[src/rtl/i2s_dac_transmitter.sv]
// I2S DAC transmitter: 32-bit stereo slots, one-entry holding register, and
// replay of the previous pair when no new pair is waiting at frame load.
module i2s_dac_transmitter #(
    parameter int CLK_DIV      = 8,
    parameter int SAMPLE_WIDTH = 24
) (
    input  logic                    clk,
    input  logic                    rst,
    input  logic [SAMPLE_WIDTH-1:0] sample_l,
    input  logic [SAMPLE_WIDTH-1:0] sample_r,
    input  logic                    sample_valid,
    output logic                    sample_ready,
    output logic                    sck,
    output logic                    ws,
    output logic                    sd,
    output logic                    frame_start,
    output logic                    underrun
);
    localparam logic [7:0] DIV_MAX = 8'(CLK_DIV - 1);
    localparam int         PAD     = 32 - SAMPLE_WIDTH;

    logic [7:0]              div_cnt_q, div_cnt_d;
    logic                    sck_q, sck_d;
    logic [5:0]              bit_cnt_q, bit_cnt_d;
    logic                    ws_q, ws_d;
    logic                    sd_q, sd_d;
    logic [31:0]             sh_l_q, sh_l_d, sh_r_q, sh_r_d;
    logic [SAMPLE_WIDTH-1:0] last_l_q, last_l_d, last_r_q, last_r_d;
    logic [SAMPLE_WIDTH-1:0] hold_l_q, hold_l_d, hold_r_q, hold_r_d;
    logic                    hold_full_q, hold_full_d;
    logic                    ready_q, ready_d;
    logic                    frame_start_q, frame_start_d;
    logic                    underrun_q, underrun_d;
    logic [SAMPLE_WIDTH-1:0] src_l, src_r;

    logic tick, fall, load, accept;

    assign tick   = (div_cnt_q == DIV_MAX);
    assign fall   = tick && sck_q;
    assign load   = fall && (bit_cnt_q == 6'd63);
    assign accept = sample_valid && ready_q;

    function automatic logic [31:0] slot_word(input logic [SAMPLE_WIDTH-1:0] s);
        return 32'(s) << PAD;
    endfunction

    always_comb begin
        div_cnt_d     = tick ? 8'd0 : div_cnt_q + 8'd1;
        sck_d         = tick ? ~sck_q : sck_q;
        bit_cnt_d     = bit_cnt_q;
        ws_d          = ws_q;
        sd_d          = sd_q;
        sh_l_d        = sh_l_q;
        sh_r_d        = sh_r_q;
        last_l_d      = last_l_q;
        last_r_d      = last_r_q;
        hold_l_d      = hold_l_q;
        hold_r_d      = hold_r_q;
        hold_full_d   = hold_full_q;
        frame_start_d = 1'b0;
        underrun_d    = 1'b0;
        src_l         = last_l_q;
        src_r         = last_r_q;

        if (fall) begin
            bit_cnt_d = bit_cnt_q + 6'd1;
            ws_d      = bit_cnt_d[5];
            if (load) begin
                // An empty holding register replays the pair last sent.
                if (hold_full_q) begin
                    src_l = hold_l_q;
                    src_r = hold_r_q;
                end
                last_l_d      = src_l;
                last_r_d      = src_r;
                sh_l_d        = slot_word(src_l);
                sh_r_d        = slot_word(src_r);
                sd_d          = 1'b0;
                frame_start_d = 1'b1;
                underrun_d    = ~hold_full_q;
                hold_full_d   = 1'b0;
            end else if (bit_cnt_d[4:0] == 5'd0) begin
                sd_d = 1'b0;
            end else if (bit_cnt_d[5]) begin
                sd_d   = sh_r_q[31];
                sh_r_d = {sh_r_q[30:0], 1'b0};
            end else begin
                sd_d   = sh_l_q[31];
                sh_l_d = {sh_l_q[30:0], 1'b0};
            end
        end

        // Capture after the load so a coincident accept refills the freed entry.
        if (accept) begin
            hold_l_d    = sample_l;
            hold_r_d    = sample_r;
            hold_full_d = 1'b1;
        end
        ready_d = ~hold_full_d;
    end

    always_ff @(posedge clk) begin
        if (rst) begin
            div_cnt_q     <= '0;
            sck_q         <= 1'b0;
            bit_cnt_q     <= 6'd63;
            ws_q          <= 1'b1;
            sd_q          <= 1'b0;
            sh_l_q        <= '0;
            sh_r_q        <= '0;
            last_l_q      <= '0;
            last_r_q      <= '0;
            hold_l_q      <= '0;
            hold_r_q      <= '0;
            hold_full_q   <= 1'b0;
            ready_q       <= 1'b1;
            frame_start_q <= 1'b0;
            underrun_q    <= 1'b0;
        end else begin
            div_cnt_q     <= div_cnt_d;
            sck_q         <= sck_d;
            bit_cnt_q     <= bit_cnt_d;
            ws_q          <= ws_d;
            sd_q          <= sd_d;
            sh_l_q        <= sh_l_d;
            sh_r_q        <= sh_r_d;
            last_l_q      <= last_l_d;
            last_r_q      <= last_r_d;
            hold_l_q      <= hold_l_d;
            hold_r_q      <= hold_r_d;
            hold_full_q   <= hold_full_d;
            ready_q       <= ready_d;
            frame_start_q <= frame_start_d;
            underrun_q    <= underrun_d;
        end
    end

    assign sample_ready = ready_q;
    assign sck          = sck_q;
    assign ws           = ws_q;
    assign sd           = sd_q;
    assign frame_start  = frame_start_q;
    assign underrun     = underrun_q;
endmodule

[config.mk]
export PLATFORM = sky130hd
export DESIGN_NAME = i2s_dac_transmitter
export DESIGN_NICKNAME = d
export VERILOG_FILES = /design/src/rtl/i2s_dac_transmitter.sv
export SDC_FILE = /design/constraint.sdc
export NUM_CORES = 1
export LEC_CHECK = 0
export ABC_AREA = 1
export BUFFER_PORTS_ARGS = -buffer_cell sky130_fd_sc_hd__buf_2
export CORE_MARGIN = 5
export CORE_UTILIZATION = 40
export DETAILED_ROUTE_END_ITERATION = 12
export GPL_ROUTABILITY_DRIVEN = 0
export GPL_TIMING_DRIVEN = 0
export SLEW_MARGIN = 20
export SYNTH_ARGS = -nofsm -noshare
export SYNTH_HDL_FRONTEND = slang
export SYNTH_SLANG_ARGS = --single-unit
[constraint.sdc]
create_clock -name clk -period 1.7 [get_ports clk]
set_input_delay 0.17 -clock clk [delete_from_list [all_inputs] [get_ports clk]]
set_output_delay 0.17 -clock clk [all_outputs]
set_load 0.01 [all_outputs]
==> impl_metrics.env <==
export IMPL_status="finished, violations left"
export IMPL_violations="negative setup slack"
export IMPL_synth_top_area_share_pct=46.9
export IMPL_cts_tree="built"
export IMPL_holdPathEnd="hold_r_q[11]$_SDFFE_PP0P_"
export IMPL_grt_ovfl_total=0
export IMPL_post_route_period_util_pct=101
export IMPL_cts_made_buffers=17
export IMPL_report_final_slew_viol_count=0
export IMPL_max_freq_mhz=585
export IMPL_synth_top_area_cell="dfxtp_1"
export IMPL_synth_top_family_by_area="simple AND/OR/NAND/NOR gates"
export IMPL_synth_compound_area_share_pct=11.5
export IMPL_synth_nets=1086
export IMPL_core_um2=17200
export IMPL_dieArea_um2=20200
export IMPL_synth_area_leaders="dfxtp_1 (47%), nand2_1 (20%), nor2_1 (8.4%)"
export IMPL_critPathMaxFanout=6
export IMPL_dr_total_vias=6709
export IMPL_syn_area_per_cell_um2=6.78
export IMPL_grt_pass1_vias=6195
export IMPL_yosys_warnings=0
export IMPL_start_util_pct=40.6
export IMPL_hold_viol=0
export IMPL_drtIter0Drc=369
export IMPL_whs_path_depth=3
export IMPL_seqCellArea_um2=3300
export IMPL_finalCriticalPeriod_ns=1.71
export IMPL_rows=48
export IMPL_slowest_stage="dfxtp_4"
export IMPL_muxShareOfSynthArea_pct=0
export IMPL_cts_num_sinks=164
export IMPL_required_ns=2.07
export IMPL_root_buffer="clkbuf_16"
export IMPL_synth_adder_area_share_pct=0.537
export IMPL_startpoint_type="register"
export IMPL_crit_type="reg -> reg"
export IMPL_wirelength_mm=19.4
export IMPL_setup_tns_ns=-0.00910
export IMPL_clock_latency_ns=0.43
export IMPL_reg2regPathDepth=10
export IMPL_synth_xor_area_share_pct=0
export IMPL_critPathCaptureType="register"
export IMPL_drv_cap=0
export IMPL_path_clk_slew_ns=0.06
export IMPL_yosysSeqAreaShare_pct=46.9
export IMPL_min_from="sample_r[11]"
export IMPL_drive_gt1_share_pct=19.8
export IMPL_hold_class="in -> reg"
export IMPL_die_x_um=142
export IMPL_ctsLongestPathBuffers=2
export IMPL_regToRegSetupSlack_ns=-0.009
export IMPL_rsz0062_at_grt="yes"
export IMPL_grt_pass1_wl_mm=31.1
export IMPL_leakage_uw=0.00421
export IMPL_routed_via_density=4.81
export IMPL_die_h_um=142
export IMPL_drt_wirelength_per_cell_um=13.9
export IMPL_finalSetupViolations=1
export IMPL_syn_cell_area_um2=7000
export IMPL_timing_rr_end="sh_l_q[14]$_SDFFE_PP0P_"
export IMPL_final_common_cell="nand2_1"
export IMPL_synthCells=1032
export IMPL_htreeDepth=4
export IMPL_total_power_uw=8710
export IMPL_worst_pin_slew_ns=0.598
export IMPL_final_cell_mix="nand2_1 (329), dfxtp_1 (158), nor2_1 (145)"
export IMPL_diodes=0
export IMPL_crit_reg2reg_launch="bit_cnt_q[1]$_SDFFE_PP1P_"
export IMPL_worst_slack_ns=-0.00910
export IMPL_crit_chain="ha_4, nand3_4, nor2_4, nand3_4, buf_12, clkinv_8, a21oi_4, buf_6, nor2_4, nor2_2"
export IMPL_crit_arrival_ns=2.08
export IMPL_critical_path_startpoint="bit_cnt_q[1]$_SDFFE_PP1P_"
export IMPL_drt_pass1_iter_count=4
export IMPL_synthToLayoutAreaGrowth_pct=32.9
export IMPL_ys_ff_latch=164
export IMPL_antenna_found_initial=0
export IMPL_drc=0
export IMPL_place_worst_setup_slack_ns=-0.290
export IMPL_hpwl_mm=12.4
export IMPL_gr_usage_all_layers_pct=19.1
export IMPL_drtAntennaViolNets=0
export IMPL_multi_input_area_um2=3560
export IMPL_nets=1210
export IMPL_finalClockSkew_ns=0.0110
export IMPL_utilization_pct=54.0
export IMPL_slew_headroom_pct=60.1
export IMPL_max_stage_delay_ns=0.35
export IMPL_ir_drop_mv=0.729
export IMPL_boundaryPins=57
export IMPL_fillCellCount=1605
export IMPL_grt_max_degree=17
export IMPL_yosys_area_share_simple_pct=34.4
export IMPL_io_buffers=55
export IMPL_synth_distinct_cells=28
export IMPL_power_density_nw_per_um2=936
==> registers in the layout, indices dropped and copies added (netlist names), 6 cells and up <==
| name | flops |
|---|---|
| bit_cnt_q | 6 |
| div_cnt_q | 8 |
| hold_l_q | 24 |
| hold_r_q | 24 |
| last_l_q | 24 |
| last_r_q | 24 |
| sh_l_q | 24 |
| sh_r_q | 24 |
==> power by group <==
part / leakage, uW / internal (uW) / total [uW] / switching, uW
registers: 0.00133 / 3950 / 4010 / 64.6
clock network: 0.000307 / 2520 / 4140 / 1620
logic: 0.00257 / 212 / 556 / 344
==> final cells by class <==
type | count | area share (%)
buffer | 65 | 4.95
clock buffer | 23 | 5.35
clock inverter | 9 | 1.51
inverter | 40 | 1.94
multi-input combinational | 761 | 38.3
sequential | 164 | 35.5
tap | 225 | 3.03
timing repair buffer | 106 | 9.28
timing repair inverter | 1 | 0.175
==> metal layers <==
layer  vias up  GRT usage, %  routed length (um)  share of wire, %
li1       3517             -                   -                 -
met1      3056          26.6                9540                49
met2       119          30.4                8880                46
met3        17          3.56                 730               3.8
met4         0          5.40                 246               1.3
met5         -             0                   0                 0
==> cells in the mapped netlist <==
cell,count
nor2_1,157
nand2_1,368
nor3b_1,2
nand3_1,56
nor3_1,3
and3_1,2
buf_2,9
o21bai_1,1
o21ai_1,8
nand2_2,3
a21oi_4,1
o21ai_0,65
buf_1,3
nor2_2,2
dfxtp_1,164
ha_1,3
o211ai_1,3
clkbuf_1,43
nand3b_1,2
clkinv_2,1
inv_1,38
buf_4,12
clkinv_1,1
nand2_4,2
a21oi_1,79
nor2_4,2
nand3_4,1
nand4_1,1
==> through the flow <==
step | area (um^2) | std cells | hold slack [ns]
6_report | 9300 | 1394 | 0.0137
4_1_cts | 8770 | 1384 | 0.00533
2_1_floorplan | 7000 | 1032 | 0.337
3_5_place_dp | 7550 | 1312 | 0.425
5_1_grt | 9300 | 1394 | 0.0253
3_3_place_gp | 7550 | 1312 | 0.418
==> critical path, delay by kind of cell, from the launching register on <==
kind	cells	cell delay [ns]
buffers and inverters	3	0.46
adder cells (fa/ha/maj)	1	0.17
AND/OR/NAND/NOR	5	0.40
AO/OA/AOI/OAI	1	0.26
flip-flops	1	0.35
==> worst max-delay path by stage <==
stage | slack (ns) | end | cells past startpoint
2_1_floorplan | 0.07 | sh_r_q[13]$_SDFFE_PP0P_ | 8
4_1_cts | -0.007 | sh_l_q[22]$_SDFFE_PP0P_ | 11
6_report | -0.009 | sh_l_q[14]$_SDFFE_PP0P_ | 10
5_1_grt | -0.09 | sh_l_q[17]$_SDFFE_PP0P_ | 10
3_3_place_gp | -0.28 | sh_r_q[24]$_SDFFE_PP0P_ | 8
3_5_place_dp | -0.29 | sh_r_q[17]$_SDFFE_PP0P_ | 8
==> kinds of logic (layout without fill, tap and decap cells) <==
logic type      Yosys count  in the layout
fa+ha+maj                 3              3
compound gates          157            157
flops                   164            164
simple gates            601            601
buf+inv                 107            244
==> what timing repair did <==
action,CTS,global route
hold endpoints to repair,31,0
buffers inserted,8,4
gates cloned,2,7
hold buffers,31,0
endpoints found under the setup margin,114,95
gates resized for setup,54,131
pin swaps,9,31
Power figures use the tool's default switching activity.
